## src/rtl/mem_arb_pkg.sv

```systemverilog
// Shared types and widths for the two-port memory arbiter.
// The state enum, the requester port id and the fetch-word extraction helper live here.
package mem_arb_pkg;

    localparam int ADDR_W  = 32;
    localparam int DATA_W  = 64;
    localparam int FETCH_W = 32;
    localparam int MASK_W  = DATA_W / 8;
    localparam int CNT_W   = 8;

    typedef enum logic [1:0] {
        IDLE      = 2'd0,
        ISSUE     = 2'd1,
        WAIT_RESP = 2'd2
    } state_e;

    typedef enum logic {
        PORT_IF = 1'b0,
        PORT_D  = 1'b1
    } port_e;

    // A 64-bit memory beat carries two instruction words; address bit 2 selects the upper one.
    function automatic logic [FETCH_W-1:0] fetch_word(input logic [DATA_W-1:0] beat,
                                                      input logic              upper);
        return upper ? beat[DATA_W-1:FETCH_W] : beat[FETCH_W-1:0];
    endfunction

endpackage

```

## src/rtl/mem_arb_pick.sv

```systemverilog
// Combinational winner selection between the fetch and data requesters.
// With MEM_ARB_RR_EN defined, simultaneous requests alternate; otherwise data always wins.
module mem_arb_pick
    import mem_arb_pkg::*;
(
    input  logic  if_req,
    input  logic  d_req,
    input  port_e rr_ptr,
    output logic  any_req,
    output port_e winner,
    output port_e rr_ptr_next
);

    always_comb begin
        any_req     = if_req | d_req;
        winner      = d_req ? PORT_D : PORT_IF;
        rr_ptr_next = rr_ptr;
`ifdef MEM_ARB_RR_EN
        // rr_ptr names the port that wins the next tie; it flips to the loser after every grant.
        if (if_req && d_req) begin
            winner = rr_ptr;
        end
        rr_ptr_next = (winner == PORT_D) ? PORT_IF : PORT_D;
`endif
    end

endmodule

```

## src/rtl/mem_arbiter.sv

```systemverilog
// Arbitrates a fetch port and a data port onto one memory port, one transaction at a time.
// Define MEM_ARB_RR_EN for round-robin tie breaking; the default build gives data fixed priority.
//
// state     | meaning
// IDLE      | nothing outstanding; grants the winner of any pending request
// ISSUE     | m_req asserted with latched fields, held until m_ready
// WAIT_RESP | read accepted by memory; waits for m_rvalid or the timeout
module mem_arbiter
    import mem_arb_pkg::*;
#(
    parameter int TIMEOUT = 16
) (
    input  logic              clk,
    input  logic              rst,

    input  logic              if_req,
    input  logic [ADDR_W-1:0] if_addr,
    output logic              if_gnt,
    output logic              if_rvalid,
    output logic [FETCH_W-1:0] if_rdata,
    output logic              if_err,

    input  logic              d_req,
    input  logic              d_we,
    input  logic [ADDR_W-1:0] d_addr,
    input  logic [DATA_W-1:0] d_wdata,
    input  logic [MASK_W-1:0] d_wmask,
    output logic              d_gnt,
    output logic              d_rvalid,
    output logic [DATA_W-1:0] d_rdata,
    output logic              d_err,

    output logic              m_req,
    output logic              m_we,
    output logic [ADDR_W-1:0] m_addr,
    output logic [DATA_W-1:0] m_wdata,
    output logic [MASK_W-1:0] m_wmask,
    input  logic              m_ready,
    input  logic              m_rvalid,
    input  logic [DATA_W-1:0] m_rdata
);

    localparam logic [CNT_W-1:0] TO_LAST = CNT_W'(TIMEOUT - 1);

    state_e            state_q, state_d;
    port_e             owner_q, rr_ptr_q, winner, rr_ptr_next;
    logic              any_req;
    logic              we_q;
    logic [ADDR_W-1:0] addr_q;
    logic [DATA_W-1:0] wdata_q;
    logic [MASK_W-1:0] wmask_q;
    logic [CNT_W-1:0]  cnt_q;
    logic              take, store_done, resp_ok, timed_out;
    logic              fin_if, fin_d;

    mem_arb_pick u_pick (
        .if_req      (if_req),
        .d_req       (d_req),
        .rr_ptr      (rr_ptr_q),
        .any_req     (any_req),
        .winner      (winner),
        .rr_ptr_next (rr_ptr_next)
    );

    assign m_req   = (state_q == ISSUE);
    assign m_we    = we_q;
    assign m_addr  = addr_q;
    assign m_wdata = wdata_q;
    assign m_wmask = wmask_q;

    always_comb begin
        state_d    = state_q;
        take       = 1'b0;
        store_done = 1'b0;
        resp_ok    = 1'b0;
        timed_out  = 1'b0;
        case (state_q)
            IDLE: begin
                if (any_req) begin
                    take    = 1'b1;
                    state_d = ISSUE;
                end
            end
            ISSUE: begin
                if (m_ready) begin
                    if (we_q) begin
                        store_done = 1'b1;
                        state_d    = IDLE;
                    end else begin
                        state_d = WAIT_RESP;
                    end
                end
            end
            WAIT_RESP: begin
                // A response arriving on the last allowed cycle still beats the timeout.
                if (m_rvalid) begin
                    resp_ok = 1'b1;
                    state_d = IDLE;
                end else if (cnt_q == TO_LAST) begin
                    timed_out = 1'b1;
                    state_d   = IDLE;
                end
            end
            default: state_d = IDLE;
        endcase
    end

    assign fin_if = (resp_ok | timed_out) && (owner_q == PORT_IF);
    assign fin_d  = (resp_ok | timed_out) && (owner_q == PORT_D);

    always_ff @(posedge clk) begin
        if (rst) begin
            state_q  <= IDLE;
            owner_q  <= PORT_D;
            rr_ptr_q <= PORT_D;
            we_q     <= 1'b0;
            addr_q   <= '0;
            wdata_q  <= '0;
            wmask_q  <= '0;
            cnt_q    <= '0;
        end else begin
            state_q <= state_d;
            if (take) begin
                owner_q  <= winner;
                rr_ptr_q <= rr_ptr_next;
                if (winner == PORT_D) begin
                    we_q    <= d_we;
                    addr_q  <= d_addr;
                    wdata_q <= d_wdata;
                    wmask_q <= d_wmask;
                end else begin
                    we_q    <= 1'b0;
                    addr_q  <= if_addr;
                    wdata_q <= '0;
                    wmask_q <= '0;
                end
            end
            if (state_q == WAIT_RESP) begin
                cnt_q <= cnt_q + CNT_W'(1);
            end else begin
                cnt_q <= '0;
            end
        end
    end

    always_ff @(posedge clk) begin
        if (rst) begin
            if_gnt    <= 1'b0;
            d_gnt     <= 1'b0;
            if_rvalid <= 1'b0;
            d_rvalid  <= 1'b0;
            if_err    <= 1'b0;
            d_err     <= 1'b0;
            if_rdata  <= '0;
            d_rdata   <= '0;
        end else begin
            if_gnt    <= take && (winner == PORT_IF);
            d_gnt     <= take && (winner == PORT_D);
            if_rvalid <= fin_if;
            d_rvalid  <= fin_d || store_done;
            if_err    <= fin_if && timed_out;
            d_err     <= fin_d && timed_out;
            if (fin_if) begin
                if_rdata <= timed_out ? '0 : fetch_word(m_rdata, addr_q[2]);
            end
            if (fin_d) begin
                d_rdata <= timed_out ? '0 : m_rdata;
            end
        end
    end

endmodule

```

## config.mk

```make
export PLATFORM = sky130hd
export DESIGN_NAME = mem_arbiter
export DESIGN_NICKNAME = d
export VERILOG_FILES = /design/src/rtl/mem_arb_pkg.sv /design/src/rtl/mem_arb_pick.sv /design/src/rtl/mem_arbiter.sv
export SDC_FILE = /design/constraint.sdc
export NUM_CORES = 1
export LEC_CHECK = 0
export BUFFER_PORTS_ARGS = -buffer_cell sky130_fd_sc_hd__buf_2
export CORE_AREA = 3 3 162 164
export DETAILED_ROUTE_END_ITERATION = 10
export DIE_AREA = 0 0 165 167
export GPL_TIMING_DRIVEN = 0
export HOLD_SLACK_MARGIN = 0.06
export PLACE_DENSITY = 0.73
export SYNTH_ARGS = -nofsm -noshare
export SYNTH_HDL_FRONTEND = slang
export SYNTH_SLANG_ARGS = --single-unit
```

## constraint.sdc

```tcl
create_clock -name clk -period 2.2 [get_ports clk]
set_clock_uncertainty 0.15 [all_clocks]
set_input_delay 0.11 -clock clk [delete_from_list [all_inputs] [get_ports clk]]
set_output_delay 0.11 -clock clk [all_outputs]
set_load 0.05 [all_outputs]
```

## Yosys cells after proc, flatten, opt, wreduce, memory -nomap -nowiden

Index checks and enable logic that the tools add are counted.
Widths: inputs -> output; s select.

- Bitwise gates (word level): 5
- Mux-type cells: 24
- Shifts and indexed selects: 0
- Magnitude comparators: 0
- Eq/ne operators: 6
- Reduce and logical (&&, ||, !) cells: 10
- Multipliers: 0
- Add/subtract/negate cells: 1
- Divide/modulo/power cells: 0

Operator list:

| cell | number |
|---|---|
| $mux 64 | 2 |
| $mux 32 | 3 |
| $mux 1 | 12 |
| $mux 2 | 5 |
| $add 8x1->8 const B | 1 |
| $eq 8x4->1 const B | 1 |
| $mux 8 | 1 |
| $logic_and 1x1->1 | 6 |
| $pmux 2 s3 | 1 |
| $ne 3x3->1 const B | 1 |
| $not 1->1 | 3 |
| $reduce_and 3->1 | 1 |
| $eq 2x1->1 const B | 1 |
| $eq 2x2->1 const B | 1 |
| $logic_not 2->1 | 1 |
| $ne 2x1->1 const B | 1 |
| $ne 2x2->1 const B | 1 |
| $or 1x1->1 | 2 |
| $reduce_or 2->1 | 1 |
| $logic_or 1x1->1 | 1 |

- Latch bits: 0
- Flip-flop bits (word level): 218
- Output and inout bits: 208
- Memories kept: 0
- Logic and storage cells: 61
- ROM bits: 0
- RAM bits: 0
- Input port bits: 207

## Longest topological paths before layout

- Depth after elaboration: 7
- Mapped depth: 7
- Depth with buffers taken out: 4

## By module

From an unflattened synthesis, not the netlist that was laid out.

- Cell total of the unflattened synthesis: 859
- Area total of the unflattened synthesis: 8,583.2 µm²

Modules (own cells, without submodules):

| module | area an instance (µm²) | seq. area each (µm²) | instances | cells an instance |
|---|---|---|---|---|
| mem_arbiter | 8,562.0 | 4,384.2 | 1 | 856 |
| mem_arb_pick | 21.3 | 0.0 | 1 | 3 |

## Least setup slack after synthesis

Ideal clock, no wire load.

- Path type: register to register
- Start point: reg addr_q[2], in the netlist m_addr[2]
- End point: reg if_rdata[10]
- Cell stages (with the launch flop): 6
- Clock period less this slack: 1,936 ps
- Setup slack: 264 ps
- Library setup time: 134 ps
- Arrival: 1,651 ps
- Cells stage by stage: dfxtp_1 > clkbuf_1 > buf_2 > mux2_2 > a21oi_1 > a211oi_1

- Word-level cells in the longest chain between the ends: 2

RTL lines:

| item | line | source |
|---|---|---|
| from (decl) | mem_arbiter.sv:49 | `logic [ADDR_W-1:0] addr_q;` |
| from (signal assigned) | mem_arbiter.sv:128 | `addr_q <= d_addr;` |
| from (signal assigned) | mem_arbiter.sv:133 | `addr_q <= if_addr;` |
| $mux 32 | mem_arb_pkg.sv:25 | `return upper ? beat[DATA_W-1:FETCH_W] : beat[FETCH_W-1:0];` |
| $mux 32 | mem_arbiter.sv:164 | `if_rdata <= timed_out ? '0 : fetch_word(m_rdata, addr_q[2]);` |
| to (signal assigned) | mem_arbiter.sv:164 |  |
| to (decl) | mem_arbiter.sv:20 | `output logic [FETCH_W-1:0] if_rdata,` |

No other way between the ends.
A chain may end at the register's enable or synchronous reset.

## Worst setup path in the final report

- Start point: reg state_q[1]
- End point: reg d_rdata[34]

- Word-level cells in the longest chain between the ends: 4
- Elaborated cells on any way between the ends: 6
- Classes of those cells: eq/ne: 1; mux: 3; bitwise: 1; reduce/logical: 1

RTL lines:

| item | line | source |
|---|---|---|
| from (decl) | mem_arbiter.sv:45 | `state_e state_q, state_d;` |
| from (signal assigned) | mem_arbiter.sv:122 | `state_q <= state_d;` |
| $eq 2x2->1 * | mem_arbiter.sv:77 | `case (state_q)` |
| $mux 1 | mem_arbiter.sv:77 |  |
| $or 1x1->1 | mem_arbiter.sv:109 | `assign fin_d = (resp_ok \| timed_out) && (owner_q == PORT_D);` |
| $logic_and 1x1->1 | mem_arbiter.sv:109 |  |
| to (signal assigned) | mem_arbiter.sv:167 | `d_rdata <= timed_out ? '0 : m_rdata;` |
| to (decl) | mem_arbiter.sv:30 | `output logic [DATA_W-1:0] d_rdata,` |

Every way passes the cells marked *; elsewhere a longest branch is shown, timed or not.

==> summary.md <==
| Metric | Value |
|---|---|
| Maximum VDD drop | `0.581 mV` |
| Rows | `between 50 and 60` |
| RSZ-0062 raised after global routing | `false` |
| Total congestion overflow | `0` |
| DR DRC count | `0` |
| Slew @ Worst Pin | `around 660 ps` |
| Drt pass-1 iters | `5` |
| Pwr dens | `about 750 nW/um^2` |
| Max FO, Critical Path | `10` |
| Worst endpoint required time | `2450 ps` |
| Post-DRT Antenna Nets | `0` |
| # clock sinks | `between 200 and 250` |
| Vias per Instance | `between 5 and 6` |
| Clock buffer count from CTS | `24` |
| Top-Level Pins | `slightly above 400` |
| Initial Util | `~33%` |
| Fin crit period | `about 2000 ps` |
| Max Slew Vio Count | `0` |
| Worst-case hold slack | `176 ps` |
| Fin nets | `1668` |
| DRT iter0 DRCs | `~720` |
| Cell family with most CP delay | `buffers and inverters` |
| Crit Path Category | `reg2reg` |
| Vias post-DR | `9568` |
| Crit path max-delay cell type | `dfxtp_1` |
| Htree depth | `1` |
| CP Launch Type | `flip-flop` |
| Async set-reset flop share out of synthesis | `0%` |
| Initial antenna violation count | `0` |
| CP arrival | `between 2000 and 2500 ps` |
| Relative slew margins | `56.3%` |
| Finished Layout Cells | `about 1800` |
| Share of layout cells above drive strength 1 | `a little under two fifths` |
| CP max stage delay | `roughly 370 ps` |
| RD Place Congestion | `between 0.9 and 1` |
| Fin util | `a little over half` |
| First-pass GRT wire length | `55000 um` |
| Mapped Area | `between 8000 and 9000 um^2` |
| Total GRT Usage | `around 25%` |
| Status | `complete, no violations` |
| Syn_area_per_cell | `10.3 um^2` |
| Layout area overhead | `64.4%` |
| Final WL | `approximately 37000 um` |
| FILL cells | `between 2000 and 2500` |
| WL per Instance | `roughly 21 um` |
| Largest net degree at the start of global routing | `15` |
| Worst Hold Class | `in2reg` |
| LEAKAGE | `6.12 nW` |
| Gate Count Post-Synth | `812` |
| Setup WS post-layout | `178 ps` |
| Synth unique cells | `39` |
| CP bufs+invs | `3` |
| Vias in the first global route | `slightly below 10000` |
| Die Height | `between 150 and 200 um` |
| Number of synthesized flops with an enable pin | `0` |
| Port buffer count | `a little over 400` |
| Sequential fraction of the synthesis area | `52.4%` |
| Worst Setup End Kind | `flip-flop` |
| # diodes | `0` |
| Die width | `around 170 um` |
| Ys flop type | `dfxtp_1` |
| MaxCap Viol Count | `0` |
| Clock slew at reported path FFs | `about 70 ps` |
| Fmax | `just under 0.5 GHz` |
| Most common cell on crit path | `buf_2` |
| CORE AREA | `roughly 25000 um^2` |
| Die ar. | `27600 um^2` |
| Synth Register Bits | `between 200 and 250` |
| CP Cell Sequence | `buf_4 > and4b_1 > buf_2 > buf_2 > a21oi_1 > a311oi_1` |
| Worst slack, placed | `approximately 8.4 ps` |
| Clock Tree Buf Depth | `3` |
| Synth Net Count | `approximately 1000` |
| Clock Latency Late Sink | `~520 ps` |
| Total number of yosys warnings | `0` |
| # setup viols final | `0` |
| Detailed placement HPWL | `~26000 um` |
| Clock Root Buffer | `clkbuf_16` |
| Fin crit share | `between 90% and 100%` |
| Hold violation count in the final report | `0` |
| Setup TNS Final | `0 ps` |
| Cells after DPL | `1555` |
| CTS tree | `built` |
-- power by group --
| part | switching (mW) | total (mW) | internal, mW |
|---|---|---|---|
| combinational | 1.26 | 2.00 | 0.746 |
| clock | 1.69 | 3.97 | 2.29 |
| sequential | 0.106 | 4.23 | 4.12 |
-- worst paths after layout --
path / from / to / slack [ps] / cells after the start
setup / recovery: state_q[1] / d_rdata[34] / 180 / 6
hold / removal: d_wdata[41] / m_wdata[41] / 180 / 3
setup reg to reg: state_q[1] / d_rdata[34] / 180 / 6
hold reg to reg: cnt_q[0] / cnt_q[0] / 300 / 1
-- per-layer routing --
metal / share of wire (%) / vias up / global-route usage (%)
li1: - / 4412 / -
met1: 37 / 4441 / 27.5
met5: 0 / - / 0
met3: 8.4 / 124 / 5.42
met4: 5.6 / 0 / 13.8
met2: 49 / 591 / 44.8
-- worst reg2reg max path, delay by kind of cell, from the launching register on --
family	cells	cell delay, ps
AOI/OAI and AO/OA	2	420
DFF	1	370
and+or+nand+nor	1	240
buffers and inverters	3	730
-- stage by stage --
stage / power [mW] / instance area (um^2)
after global placement: 5.95 / 10800
after CTS: 10.2 / 13700
after detailed placement: 5.97 / 10800
after floorplan: 5.35 / 8330
after global routing: 10.5 / 13700
final: 10.2 / 13700
-- registers in the layout, summed over array words and instances (netlist names) --
name and count:
m_we 1, if_err 1, if_gnt 1, d_rvalid 1
m_wmask 8, if_rvalid 1, cnt_q 8, d_err 1
d_rdata 64, m_wdata 64, if_rdata 32, d_gnt 1
state_q 2, owner_q 1, m_addr 32
-- synthesized netlist by cell type, drive strengths merged (2+ instances only) --
library cell,number,share of area (%)
a221o,33,4.0
a211oi,32,2.9
nor3b,2,0.24
a21oi,132,8.0
nor2,7,0.32
a22o,73,7.7
nor2b,2,0.15
and2,32,2.4
clkbuf,33,1.5
or4,2,0.18
nand2,70,3.2
nor4bb,2,0.24
xor2,2,0.21
o21ai,2,0.12
buf,54,3.5
or3,2,0.15
dfxtp,218,52
a311oi,64,6.7
nand3,2,0.12
or2,2,0.15
mux2,32,4.3
-- cells in the final DEF, fill, tap and decap left out, types with 33 or more instances in the layout --
cell and count:
a21oi_1 131, a221o_1 33, a22o_1 73, a311oi_1 64
buf_2 462, clkbuf_1 35, dfxtp_1 218, dlygate4sd3_1 207
nand2_1 70
-- layout make-up --
| type | instances | area (um^2) | share of cell area, % |
|---|---|---|---|
| clock inverters | 10 | 108 | 0.786 |
| multi-input cells | 507 | 3550 | 26.0 |
| flip-flops and latches | 218 | 4360 | 31.9 |
| repair buffers | 622 | 4150 | 30.4 |
| well taps | 330 | 413 | 3.02 |
| clock buffers | 33 | 674 | 4.93 |
| plain buffers | 87 | 417 | 3.04 |
-- cell families after synthesis --
| kind of cell | after synthesis | share of synthesized area [%] |
|---|---|---|
| AO/OA/AOI/OAI | 341 | 29.9 |
| flip-flops | 218 | 52.4 |
| AND/OR/NAND/NOR | 130 | 7.95 |
| buffers and inverters | 87 | 4.97 |
| multiplexers | 32 | 4.33 |
| XOR/XNOR | 3 | 0.316 |
| adder cells (fa/ha/maj) | 1 | 0.150 |
-- what timing repair did --
action | CTS | global route
setup endpoints to repair | 1 | 84
hold buffers | 207 | 0
gates resized for setup | 1 | 4
buffers inserted | 0 | 2
pin swaps | 0 | 1
endpoints found under the hold margin | 206 | 0
Note: power is estimated with default switching activity, not from simulation.
